### src/rtl/vc_iter_divider.sv
// vc_iter_divider -- multi-cycle radix-2 restoring divider.
//
// Produces quotient and remainder for signed or unsigned operands. Signedness
// is selected per request. Only one division is in flight at a time. A normal
// division spends exactly p_nbits cycles in CALC.
//
// Parameters:
//   p_nbits         operand/result width (>=2)
//   p_dbz_fastpath  1: divide-by-zero and signed overflow go straight to DONE
//
// Ports:
//   clk, reset            clock; async active-high reset
//   req_val/req_rdy       request handshake; rdy high only in IDLE
//   req_signed            1: two's-complement division, 0: unsigned
//   req_a, req_b          dividend, divisor
//   resp_val/resp_rdy     response handshake; val high only in DONE
//   resp_quot, resp_rem   registered quotient / remainder
//   resp_dbz              registered divide-by-zero flag
module vc_iter_divider #(
  parameter int p_nbits        = 32,
  parameter int p_dbz_fastpath = 1
) (
  input  logic               clk,
  input  logic               reset,
  input  logic               req_val,
  output logic               req_rdy,
  input  logic               req_signed,
  input  logic [p_nbits-1:0] req_a,
  input  logic [p_nbits-1:0] req_b,
  output logic               resp_val,
  input  logic               resp_rdy,
  output logic [p_nbits-1:0] resp_quot,
  output logic [p_nbits-1:0] resp_rem,
  output logic               resp_dbz
);

  localparam int CW = $clog2(p_nbits);

  typedef enum logic [1:0] {IDLE, CALC, DONE} state_t;

  state_t             state;
  logic [p_nbits:0]   r;      // partial remainder, one guard bit for the sign
  logic [p_nbits-1:0] q;      // dividend shifts out, quotient shifts in
  logic [p_nbits-1:0] bmag;
  logic [p_nbits-1:0] a_q;    // original dividend, returned as rem on dbz
  logic [CW-1:0]      cnt;
  logic               neg_q, neg_r, dbz;

  assign req_rdy  = (state == IDLE);
  assign resp_val = (state == DONE);

  // Accept-side decode
  logic               a_neg, b_neg, b_zero, ovf_in;
  logic [p_nbits-1:0] amag_in, bmag_in;

  assign a_neg   = req_signed & req_a[p_nbits-1];
  assign b_neg   = req_signed & req_b[p_nbits-1];
  assign amag_in = a_neg ? -req_a : req_a;
  assign bmag_in = b_neg ? -req_b : req_b;
  assign b_zero  = (req_b == '0);
  assign ovf_in  = req_signed && (req_a == {1'b1, {(p_nbits-1){1'b0}}}) && (req_b == '1);

  // One restoring step
  logic [p_nbits:0]   r_sh, diff, r_nx;
  logic [p_nbits-1:0] q_sh, q_nx;

  assign r_sh = {r[p_nbits-1:0], q[p_nbits-1]};
  assign q_sh = {q[p_nbits-2:0], 1'b0};
  assign diff = r_sh - {1'b0, bmag};
  assign r_nx = diff[p_nbits] ? r_sh : diff;
  assign q_nx = diff[p_nbits] ? q_sh : (q_sh | p_nbits'(1));

  // Sign fixup on the final step. Signed overflow falls out naturally
  // (|MIN|/1 = MIN bit pattern, no negation), so only dbz needs an override.
  logic [p_nbits-1:0] quot_fx, rem_fx;

  assign quot_fx = dbz ? '1  : (neg_q ? -q_nx : q_nx);
  assign rem_fx  = dbz ? a_q : (neg_r ? -r_nx[p_nbits-1:0] : r_nx[p_nbits-1:0]);

  always_ff @(posedge clk or posedge reset) begin
    if (reset) begin
      state     <= IDLE;
      r         <= '0;
      q         <= '0;
      bmag      <= '0;
      a_q       <= '0;
      cnt       <= '0;
      neg_q     <= 1'b0;
      neg_r     <= 1'b0;
      dbz       <= 1'b0;
      resp_quot <= '0;
      resp_rem  <= '0;
      resp_dbz  <= 1'b0;
    end else begin
      case (state)
        IDLE: if (req_val) begin
          a_q   <= req_a;
          bmag  <= bmag_in;
          q     <= amag_in;
          r     <= '0;
          neg_q <= a_neg ^ b_neg;
          neg_r <= a_neg;
          dbz   <= b_zero;
          cnt   <= CW'(p_nbits - 1);
          if ((p_dbz_fastpath != 0) && (b_zero || ovf_in)) begin
            state     <= DONE;
            resp_quot <= b_zero ? '1 : req_a;
            resp_rem  <= b_zero ? req_a : '0;
            resp_dbz  <= b_zero;
          end else begin
            state <= CALC;
          end
        end
        CALC: begin
          r   <= r_nx;
          q   <= q_nx;
          cnt <= cnt - 1'b1;
          if (cnt == '0) begin
            state     <= DONE;
            resp_quot <= quot_fx;
            resp_rem  <= rem_fx;
            resp_dbz  <= dbz;
          end
        end
        DONE: if (resp_rdy) state <= IDLE;
        default: state <= IDLE;
      endcase
    end
  end

endmodule

### config.mk
export PLATFORM = sky130hd
export DESIGN_NAME = vc_iter_divider
export DESIGN_NICKNAME = d
export VERILOG_FILES = /design/src/rtl/vc_iter_divider.sv
export SDC_FILE = /design/constraint.sdc
export NUM_CORES = 1
export LEC_CHECK = 0
export ABC_AREA = 1
export CAP_MARGIN = 20
export CORE_AREA = 2 2 199 201
export CTS_CLUSTER_SIZE = 30
export DETAILED_ROUTE_END_ITERATION = 10
export DIE_AREA = 0 0 201 203
export GPL_TIMING_DRIVEN = 1
export MAX_ROUTING_LAYER = met4
export SLEW_MARGIN = 20
export SYNTH_ARGS = -nofsm -noshare
export SYNTH_HDL_FRONTEND = slang
export SYNTH_SLANG_ARGS = --single-unit
### constraint.sdc
create_clock -name clk -period 8.6 [get_ports clk]
set_input_delay 2.58 -clock clk [delete_from_list [all_inputs] [get_ports clk]]
set_output_delay 2.58 -clock clk [all_outputs]
set_load 0.02 [all_outputs]
==> results.txt, run 1 <==
Ant. Diodes: 0
Post-layout nets: 2543
synthesized area per cell: 6.56 um2
hold buffers post-CTS: 0
total congestion overflow: 0
synthesized instance count: 2341
worst hold margin: 0.480 ns
max-slew violations: 0
post-layout worst setup margin: 2.47 ns
synth warn: 0
maximum clock path buffer count: 3
Finished Layout Cells: 2971
Starting Density: 0.399
Root Buffer: clkbuf_16
critical path endpoint category: flop
crit path kind: primary input to flop
number of global-route vias before repair: 14600
most common library cells after synthesis: nand2_1, inv_1, nor2_1
first-pass GRT wire length: 81.0 mm
layout cell share with drive strength beyond 1: 0.0685
crit path time final: 6.13 ns
H-tree levels: 1
worst min path class: flop to flop
relative slew slack: 0.367
via count: 15500
Yosys reg bits: 203
R2R Path End: resp_quot[26]
CP Launch Point: req_a[1]
CTS tree: yes
DR pass1 iterations: 6
initial antenna violation count: 0
Final Wtd Congestion: 0.962
Hold Violations, Final: 0
die area: 0.0408 mm2
area share of the largest cell type after synthesis: 0.331
fmax: 163 MHz
Area growth syn-to-layout: 17.0%
clock tree sinks: 203
# IOs: 136
post-CTS setup buffers: 0
Global Route Usage Sum: 0.257
WP data arrival: 6.62 ns
Core Area: 0.0385 mm2
synth unique cells: 49
asr flop ratio synth: 1.00
Cell Count Post-Placement: 2924
CP endpoint: resp_quot[23]
final setup vio count: 0
cells on worst reg2reg path: 26
RSZ-0062 raised after global routing: no
largest net degree at the start of global routing: 88
top_reg_cell synth: dfrtp_1
Die W: 201 um
Total Neg Setup Slack: 0 ns
area leader, netlist: dfrtp_1
Area contributors post-synth: dfrtp_1, nand2_1, inv_1, nor2_1, nand3_1
Max Clock Skew: 0.0183 ns
syn_nets: 2450
WL final: 51.2 mm
slowest CP cell: nor3b_1
PortBufs: 135
detailed-route DRC error count: 0
status: finished clean
row cnt: 72
reg2reg setup slack: 3.15 ns
final period utilization: 0.713
most common cell in the synthesized netlist: nand2_1
CP startpoint kind: primary input
drt initial violations: 1165
drt wl/cell: 17.2 um
sequential fraction of the synthesis area: 0.331
reg2reg start: q[31]
EDFF count, synth: 0
dpl ws: 1.95 ns
synthesized area: 0.0154 mm2
die span in y: 203 um
Least-Margin Pin Slew: 0.943 ns
post-route ant nets: 0
required time of the critical path: 9.09 ns
hpwl dp: 38.7 mm
Via-to-Cell Ratio: 5.21
cts bufs inserted: 26
latest clock arrival within the worst-skew pair: 0.56 ns
crit-path max cell delay: 0.49 ns
post-cts resize count: 0
Crit Path Max Fanout: 34
fill count: 3996
max_cap viols: 0
clock slew at reported path FFs: 0.06 ns
crit path cell chain: clkdlybuf4s50_1 > inv_1 > ha_1 > nand4_1 > nor3_1 > nor3b_1 > nand2_1 > nor2_1 > nand3_1 > o311ai_0 > nand2_2 > clkinv_1 > buf_4 > o21ai_1 > inv_1 > o21ai_0 > nand2_1
-- final cells by class --
cell class	instances	area, um2	area share
Clock buffer	37	752	0.0419
Clock inverter	10	116	0.00648
Timing Repair Buffer	150	1460	0.0815
Sequential cell	203	5080	0.283
Inverter	331	1250	0.0696
Multi-Input combinational cell	1722	8650	0.482
Tap cell	518	648	0.0361
-- metrics by stage --
step | util | instance area, um2
after floorplan | - | 15400
after global placement | 0.444 | 17100
after detailed placement | 0.444 | 17100
after CTS | 0.467 | 18000
after global routing | 0.467 | 18000
final | 0.467 | 18000
-- cells in the final DEF (no fill, tap or decap), types with 33 or more instances in the layout --
master           count
nand2_1            713
inv_1              319
nor2_1             219
dfrtp_1            203
nand3_1            150
o21ai_0            138
clkdlybuf4s50_1    135
a21oi_1             75
xor2_1              55
ha_1                39
o22ai_1             37
nand4_1             34
nand2_2             33
-- state kept, by name, indices dropped and copies added (netlist names) --
signal / count
a_q: 32
bmag: 32
cnt: 5
dbz: 1
neg_q: 1
neg_r: 1
q: 32
r: 32
resp_dbz: 1
resp_quot: 32
resp_rem: 32
state: 2
-- routing by layer --
layer / track usage / part of all wire / vias to the layer above / wire [um]
met3: 0.0324 / 0.054 / 69 / 2780
met1: 0.357 / 0.48 / 7303 / 24500
met5: - / 0 / - / 0
met2: 0.394 / 0.44 / 424 / 22600
li1: - / - / 7686 / -
met4: 0.0738 / 0.025 / 0 / 1270
-- how the worst min path moves through the flow --
stage,end,cells after the start,from
2_1_floorplan,bmag[30],2,bmag[30]
3_3_place_gp,a_q[25],2,a_q[25]
3_5_place_dp,resp_quot[4],2,resp_quot[4]
4_1_cts,resp_quot[4],2,resp_quot[4]
5_1_grt,resp_rem[3],2,resp_rem[3]
6_report,bmag[5],2,bmag[5]
-- kinds of logic after synthesis --
group                      share of synthesized area
AOI/OAI and AO/OA                              0.145
xor gates and xnor gates                      0.0388
adders and majority gates                     0.0331
buffers and inverters                          0.107
DFF                                            0.331
and+or+nand+nor                                0.345
-- critical path: cells and delay by family --
family / cells / cell delay (ns)
AO/OA/AOI/OAI: 3 / 0.74
buffers and inverters: 5 / 1.44
AND/OR/NAND/NOR: 8 / 1.63
adder cells (fa/ha/maj): 1 / 0.20
Power of run 1 is not shown: default switching activity piles up to over one toggle a cycle in this logic, so the estimate is an artifact.
==> run 2: changes to the inputs <==
==> constraint.sdc (replaced) <==
create_clock -name clk -period 5.8 [get_ports clk]
set_input_delay 1.74 -clock clk [delete_from_list [all_inputs] [get_ports clk]]
set_output_delay 1.74 -clock clk [all_outputs]
set_load 0.02 [all_outputs]
==> run 2 against run 1 <==
Effect of this change: via count fell by 0.11%; worst setup slack got worse by 1.6 ns; cell count rose by 0.24%; flip-flop and latch count did not move; worst hold slack got worse by 0.0033 ns; wire length rose by 0.92%; die area did not move; critical path type unchanged; utilization rose by 0.13 points; count of clock-buffer cells in the layout rose by 5.
==> results.txt, run 2 (same netlist as run 1, synthesis figures left out) <==
reg2reg start: q[31]
number of global-route vias before repair: 14600
reg2reg setup slack: 1.06 ns
clock tree sinks: 203
R2R Path End: resp_quot[26]
required time of the critical path: 6.31 ns
cells on worst reg2reg path: 27
latest clock arrival within the worst-skew pair: 0.57 ns
layout cell share with drive strength beyond 1: 0.0699
CP startpoint kind: primary input
WHS Endpoint: resp_rem[4]
drt wl/cell: 17.3 um
Least-Margin Pin Slew: 1.03 ns
relative slew slack: 0.309
crit path time final: 4.90 ns
PortBufs: 135
worst hold stages: 2
initial antenna violation count: 2
Ant. Diodes: 0
RSZ-0062 raised after global routing: no
Final Wtd Congestion: 0.921
largest net degree at the start of global routing: 105
clock slew at reported path FFs: 0.06 ns
Die W: 201 um
WP data arrival: 5.40 ns
crit path kind: primary input to flop
hold buffers post-CTS: 0
Area growth syn-to-layout: 17.3%
maximum clock path buffer count: 3
max_cap viols: 0
# IOs: 136
WL final: 51.7 mm
final period utilization: 0.845
Max Clock Skew: 0.0203 ns
Hold Violations, Final: 0
first-pass GRT wire length: 81.6 mm
H-tree levels: 1
CTS tree: yes
Crit Path Max Fanout: 12
Core Area: 0.0385 mm2
die span in y: 203 um
most common cell after layout, fill and taps aside: nand2_1
most frequent cells in the layout: nand2_1, inv_1, nor2_1
status: finished clean
fmax: 204 MHz
detailed-route DRC error count: 0
Via-to-Cell Ratio: 5.19
post-route ant nets: 0
final setup vio count: 0
hpwl dp: 39.3 mm
total congestion overflow: 0
via count: 15500
critical path endpoint category: flop
Global Route Usage Sum: 0.259
worst min path class: flop to flop
cts bufs inserted: 26
min-delay src: resp_rem[4]
dpl ws: 0.353 ns
post-CTS setup buffers: 0
Total Neg Setup Slack: 0 ns
Root Buffer: clkbuf_16
post-cts resize count: 0
DR pass1 iterations: 5
die area: 0.0408 mm2
Post-layout nets: 2550
row cnt: 72
max-slew violations: 0
drt initial violations: 1184
post-layout worst setup margin: 0.901 ns
Starting Density: 0.399
-- run 2: stage by stage --
stage / hold slack (ns) / cell area [um2] / util / std cells
floorplan: 0.449 / 15400 / - / 2341
CTS: 0.480 / 18000 / 0.468 / 2978
global placement: 0.463 / 17200 / 0.446 / 2931
finish: 0.476 / 18000 / 0.468 / 2978
detailed placement: 0.464 / 17200 / 0.446 / 2931
global route: 0.498 / 18000 / 0.468 / 2978
-- run 2: critical path: stages --
cell and delay, ns:
clkdlybuf4s50_1 0.51, inv_1 0.10, ha_1 0.19, nand4_1 0.16, nor3_1 0.32, nor3b_1 0.53
nand2_1 0.19, nor2_1 0.13, nand3_1 0.08, o311ai_0 0.19, nand2_2 0.13, clkinv_1 0.32
o21ai_1 0.44, inv_1 0.17, o21ai_0 0.10, nand2_1 0.07
-- run 2: layer usage --
| layer | global-route usage | vias up | wire, um |
|---|---|---|---|
| li1 | - | 7710 | - |
| met4 | 0.0659 | 0 | 1210 |
| met2 | 0.396 | 414 | 22700 |
| met3 | 0.0268 | 72 | 2500 |
| met5 | - | - | 0 |
| met1 | 0.366 | 7269 | 25200 |
-- run 2: worst max-delay path by stage --
stage / from / endpoint / slack [ns]
final: req_a[0] / resp_quot[23] / 0.90
after floorplan: reset / a_q[0] / 1.43
after detailed placement: req_a[0] / resp_quot[15] / 0.35
after global routing: req_a[0] / resp_quot[23] / 0.59
after CTS: req_a[0] / resp_quot[23] / 0.94
after global placement: req_a[0] / resp_quot[23] / 0.50
-- run 2: layout make-up --
class	instances	area, um2
inverter	331	1250
fill	4028	20500
multi-input combinational	1722	8650
tap	518	648
sequential	203	5080
clock buffer	42	791
timing repair buffer	157	1550
clock inverter	5	41.3
Power of run 2 is left out for the same reason.
